`src/rtl/uart_rx.sv`:
```
// rtl/uart_rx.sv - 8N1 UART receiver with 2-flop input synchronizer and framing-error detection.
// Define UART_RX_PARITY_EN to insert an even-parity bit between the data bits and the stop bit.
module uart_rx #(
  parameter int clocks_per_bit = 4
) (
  input  logic       clk,
  input  logic       rst_n,
  input  logic       in_rx,
  output logic [7:0] out_data,
  output logic       out_valid,
  output logic       out_frame_err,
  output logic       out_busy,
  output logic       out_parity_err
);

  localparam int cw = $clog2(clocks_per_bit);
  localparam logic [cw-1:0] full_reload = cw'(clocks_per_bit - 1);
  localparam logic [cw-1:0] half_reload = cw'(clocks_per_bit / 2 - 1);

`ifdef UART_RX_PARITY_EN
  localparam bit parity_en = 1'b1;
`else
  localparam bit parity_en = 1'b0;
`endif

  typedef enum logic [2:0] {
    IDLE,
    START,
    DATA,
    PARITY,
    STOP,
    BREAK
  } state_t;

  state_t          state, state_n;
  logic            sync1, sync2;
  logic [cw-1:0]   cycle_count, cycle_count_n;
  logic [3:0]      bit_count, bit_count_n;
  logic [7:0]      shift, shift_n;
  logic [7:0]      data_n;
  logic            valid_n, frame_err_n, parity_err_n;
  logic            parity_bad, parity_bad_n;
  logic            sample;

  always_ff @(posedge clk or negedge rst_n) begin
    if (!rst_n) begin
      sync1 <= 1'b1;
      sync2 <= 1'b1;
    end else begin
      sync1 <= in_rx;
      sync2 <= sync1;
    end
  end

  always_ff @(posedge clk or negedge rst_n) begin
    if (!rst_n) begin
      state          <= IDLE;
      cycle_count    <= '0;
      bit_count      <= '0;
      shift          <= '0;
      parity_bad     <= 1'b0;
      out_data       <= 8'h00;
      out_valid      <= 1'b0;
      out_frame_err  <= 1'b0;
      out_parity_err <= 1'b0;
    end else begin
      state          <= state_n;
      cycle_count    <= cycle_count_n;
      bit_count      <= bit_count_n;
      shift          <= shift_n;
      parity_bad     <= parity_bad_n;
      out_data       <= data_n;
      out_valid      <= valid_n;
      out_frame_err  <= frame_err_n;
      out_parity_err <= parity_err_n;
    end
  end

  assign sample   = (cycle_count == '0);
  assign out_busy = (state != IDLE);

  always_comb begin
    state_n       = state;
    cycle_count_n = cycle_count;
    bit_count_n   = bit_count;
    shift_n       = shift;
    parity_bad_n  = parity_bad;
    data_n        = out_data;
    valid_n       = 1'b0;
    frame_err_n   = 1'b0;
    parity_err_n  = 1'b0;

    // Every timed state counts down to the bit centre before looking at the line.
    if (state != IDLE && state != BREAK && !sample) begin
      cycle_count_n = cycle_count - cw'(1);
    end

    case (state)
      IDLE: begin
        if (!sync2) begin
          state_n       = START;
          cycle_count_n = half_reload;
        end
      end
      START: begin
        if (sample) begin
          if (!sync2) begin
            state_n       = DATA;
            cycle_count_n = full_reload;
            bit_count_n   = 4'd8;
          end else begin
            state_n = IDLE;
          end
        end
      end
      DATA: begin
        if (sample) begin
          shift_n       = {sync2, shift[7:1]};
          bit_count_n   = bit_count - 4'd1;
          cycle_count_n = full_reload;
          if (bit_count == 4'd1) begin
            state_n = parity_en ? PARITY : STOP;
          end
        end
      end
      PARITY: begin
        if (sample) begin
          parity_bad_n  = sync2 ^ (^shift);
          cycle_count_n = full_reload;
          state_n       = STOP;
        end
      end
      STOP: begin
        if (sample) begin
          if (sync2) begin
            state_n = IDLE;
            if (parity_en && parity_bad) begin
              parity_err_n = 1'b1;
            end else begin
              data_n  = shift;
              valid_n = 1'b1;
            end
          end else begin
            frame_err_n = 1'b1;
            state_n     = BREAK;
          end
        end
      end
      BREAK: begin
        // A line stuck low must return high before another frame can start.
        if (sync2) begin
          state_n = IDLE;
        end
      end
      default: state_n = IDLE;
    endcase
  end

endmodule
```
`config.mk`:
```
export PLATFORM = sky130hd
export DESIGN_NAME = uart_rx
export DESIGN_NICKNAME = d
export VERILOG_FILES = /design/src/rtl/uart_rx.sv
export SDC_FILE = /design/constraint.sdc
export NUM_CORES = 1
export LEC_CHECK = 0
export ABC_AREA = 1
export CAP_MARGIN = 10
export CORE_UTILIZATION = 58
export DETAILED_ROUTE_END_ITERATION = 10
export PLACE_DENSITY = 0.93
export SYNTH_ARGS = -nofsm -noshare
export SYNTH_HDL_FRONTEND = slang
export SYNTH_SLANG_ARGS = --single-unit
export TNS_END_PERCENT = 5
```
`constraint.sdc`:
```
create_clock -name clk -period 3.05 [get_ports clk]
set_input_delay 0.7625 -clock clk [delete_from_list [all_inputs] [get_ports clk]]
set_output_delay 0.7625 -clock clk [all_outputs]
set_load 0.03 [all_outputs]
```
Yosys cells after proc, flatten, opt, wreduce, memory -nomap -nowiden
Index checks and enable logic that the tools add are counted. Widths: inputs -> output; s select.

Logic and storage cells: 64. Output and inout port bits: 12. Input port bits: 3. Flip-flop bits (word level): 29.

Reductions and logical operators: 12. Mux-type cells: 26. Equal/unequal tests: 15. Add/subtract/negate cells: 2.

Operators with widths (number): $mux 3 (8); $pmux 3 s6 (1); $ne 2x2->1 const B (8); $mux 2 (6); $mux 4 (3); $pmux 4 s2 (1); $reduce_and 7->1 (1); $eq 3x2->1 const B (2); $eq 3x3->1 const B (2); $mux 1 (6); $pmux 2 s3 (1); $eq 4x1->1 const B (1); $reduce_and 4->1 (1); $sub 4x1->4 const B (1); $eq 3x1->1 const B (1); $logic_not 3->1 (1); $ne 3x3->1 const B (1); $reduce_and 3->1 (1); $reduce_bool 3->1 (1); $logic_and 1x1->1 (2); $logic_not 2->1 (1); $reduce_and 2->1 (1); $reduce_bool 2->1 (1); $reduce_or 2->1 (1); other kinds (2) (2).

Longest topological paths before layout
Depth in word-level cells: 7. Depth in mapped cells: 9. Gate-level depth less buffers: 9.

Least setup slack after synthesis
Ideal clock, no wire load.

Path type: register to output. Start point: register state[0]. End point: output out_busy. Cell stages (with the launch flop): 3. Required time: 2.288 ns. Path buffers: 0. Arrival: 0.805 ns. Setup slack: 1.482 ns. Cells stage by stage: dfrtp_1 > nor2_1 > nand2_1.

Cells in the longest elaborated chain, start to end: 1.

RTL lines: from (decl) (line 35) `state_t state, state_n;`; from (signal assigned) (line 67) `state <= state_n;`; $reduce_bool 3->1 (line 80) `assign out_busy = (state != IDLE);`; to (decl) (line 12) `output logic out_busy,`.

No other way between the ends.

Final worst setup path
Start point: register state[2]. End point: output out_busy.

Same word-level chain as after synthesis.

==> key figures <==
Clock network
  – Hold Buf Count CTS: 0
  – Cts bufs inserted: 5
  – H-tree levels: 2
  – Post-CTS sizing: 0
  – Reg clk slew, reported paths: 0.09 ns
  – CTS root buffer: clkbuf_4
  – # Post-CTS Setup Buffers: 0
  – Clock Path Buffers: 2
  – Clk sinks: 29
  – Worst-Skew Late Latency: about 0.33 ns
  – CTS tree: yes

Yosys
  – Cell area after synthesis: 1350 um^2
  – Syn Area/Cell: 8.65 um^2
  – Post-Syn Nets: 162
  – Sequential area share after synthesis: between 50% and 60%
  – Syn Inst Count: 156
  – Ys Warns: 0
  – Synth Register Bits: 29
  – Library cells used by synthesis: 22

Floorplanning
  – Core area: 2210 um^2
  – Initial core utilization: roughly three fifths
  – Row cnt: 17
  – Die Width: ~50 um
  – Io pins: 15
  – Die H: 50.2 um
  – Die area: around 2500 um^2

Critical path
  – Crit Path Category: flip-flop to primary output
  – Worst path required time: 2.29 ns
  – Startpoint Class: flip-flop
  – WP data arrival: 1.79 ns
  – CP endpoint kind: primary output
  – Reg2reg path depth: 6
  – Flop2flop setup slack: 1.20 ns
  – Reg-to-Reg Start: cycle_count[0]
  – Worst r2r dst: bit_count[2]
  – Worst-path fanout max: 6
  – CP Launch Point: state[2]

Final layout
  – Layout cells sized above 1: 13.8%
  – Commonest non-fill, non-tap cell in the layout: nand2_1
  – Register Area: roughly 730 um^2
  – Multi-input logic area: between 500 and 600 um^2
  – Fill cell total of the finished layout: between 150 and 200
  – Diode count: 0
  – Layout area overhead: 17.1%
  – Nets@finish: between 150 and 200
  – Most frequent cells in the layout: nand2_1, dfrtp_1, inv_1

Timing
  – Min Tclk post-route: 2.55 ns
  – Clock skew: a little under 0.01 ns
  – Setup WS post-layout: 0.499 ns
  – RSZ-0062 raised after global routing: false
  – Fmax: 0.392 GHz
  – Max Slew Vio Count: 0
  – Rel. slew slack: 55.3%
  – Worst Max-Slew Pin Slew: 0.668 ns
  – Tcrit/Tclk final: 83.6%
  – Final Hold Vio Count: 0
  – Final setup viols: 0
  – Setup TNS: 0 ns

Global route
  – Met2 Track Usage GR: between 30% and 40%
  – Grt total ovfl: 0
  – GR Util met3: 10.9%
  – Number of global-route vias before repair: ~1100
  – Global-route wire length before repair: 4280 um
  – GRT Overall Usage: a little under a quarter
  – Largest net degree at the start of global routing: 30
  – Met1 Use GR: 26.1%
  – Antenna violations before repair: 0
  – Layer with the highest usage: met2

Routing
  – DRT Pass-1 Iters: 4
  – Vias: 1052
  – DRT Wirelength: approximately 2400 um
  – Drt wl/cell: 11.8 um
  – Final ANT Viol Nets: 0
  – Residual DRC count: 0
  – Vias per inst: 5.21
  – Initial DRC count: 31

Status
  – Run status: complete, no violations

Power
  – VDD IR max: 0.615 mV
  – Pwr dens: 904 nW/um^2
  – Total power: approximately 1.4 mW
  – Leakage: 0.788 nW

Place
  – Dpl hpwl: 1730 um
  – IO buf count: 13
  – Worst slack at placement: 0.884 ns
  – RD Place Congestion: 1.00

Min path
  – Hold Crit Start: sync1
  – Hold Path Cell Cnt: 0
  – WHS Endpoint: sync2
  – Hold Path Class: flip-flop to flip-flop

Job
  – Max Cap Violations: 0
==> power breakdown <==
part	internal, mW	total, mW	switching [mW]	leakage [nW]
combinational	0.193	0.555	0.363	0.360
sequential	0.477	0.550	0.0728	0.383
clock	0.196	0.322	0.127	0.0455
total	0.866	1.43	0.562	0.788
==> layout make-up <==
type / instances / area share, %
clock inverter: 1 / 1.90
sequential: 29 / 46.1
timing repair buffer: 14 / 8.72
tap: 28 / 2.22
inverter: 24 / 5.71
clock buffer: 7 / 3.49
multi-input combinational: 99 / 31.9
==> cells in the mapped netlist <==
cell type  instances  area (um^2)
buf_6              1         11.3
dfstp_2            2         52.6
buf_4              1         7.51
a21oi_1            2         10.0
nand3_4            1         17.5
clkbuf_1           1         3.75
inv_2              2         7.51
nand4_1            1         6.26
ha_1               3         37.5
nor2_1             9         33.8
inv_1             22         82.6
nand3_1           12         60.1
dfrtp_1           27          676
nor2_2             2         12.5
xor2_1             1         8.76
conb_1             1         3.75
o21ai_2            7         61.3
nand2_2            1         6.26
o21ai_0           13         65.1
nand2_1           45          169
nor2_4             1         11.3
buf_2              1         5.00
==> sequential cells by signal, summed over array words and instances, names as in the netlist <==
register and count:
shift 8, sync2 1, bit_count 4, cycle_count 2
sync1 1, out_valid 1, state 3, out_data 8
out_frame_err 1
==> worst max-delay path by stage <==
stage               end  slack (ns)  cells after the start
2_1_floorplan  out_busy        1.48                      2
3_3_place_gp   out_busy        0.98                      3
3_5_place_dp   out_busy        0.88                      3
4_1_cts        out_busy        0.52                      3
5_1_grt        out_busy        0.42                      3
6_report       out_busy        0.50                      3
==> kinds of logic after synthesis <==
family | after synthesis | share of synthesized area, %
compound gates | 22 | 10.1
xor+xnor | 1 | 0.649
other cells | 1 | 0.278
simple gates | 72 | 23.5
fa+ha+maj | 3 | 2.78
buf+inv | 28 | 8.72
flops | 29 | 54.0
==> layer usage <==
metal	up-vias	share of wire, %
met1	483	41
met5	-	0
met4	0	2.6
met2	44	49
li1	515	-
met3	10	7.8
==> worst max-delay path: stages (launching register included) <==
cell and delay [ns]:
dfrtp_1 0.48, inv_2 0.12, nand2_1 0.17, clkdlybuf4s50_1 0.70
==> through the flow <==
stage | hold WS (ns) | cells | utilization (%) | instance area (um^2)
after floorplan | 0.345 | 156 | - | 1350
after CTS | 0.363 | 202 | 71.4 | 1580
after global routing | 0.372 | 202 | 71.4 | 1580
final | 0.361 | 202 | 71.4 | 1580
after detailed placement | 0.350 | 194 | 67.5 | 1490
after global placement | 0.346 | 194 | 67.5 | 1490
Note: power is estimated with default switching activity, not from simulation.
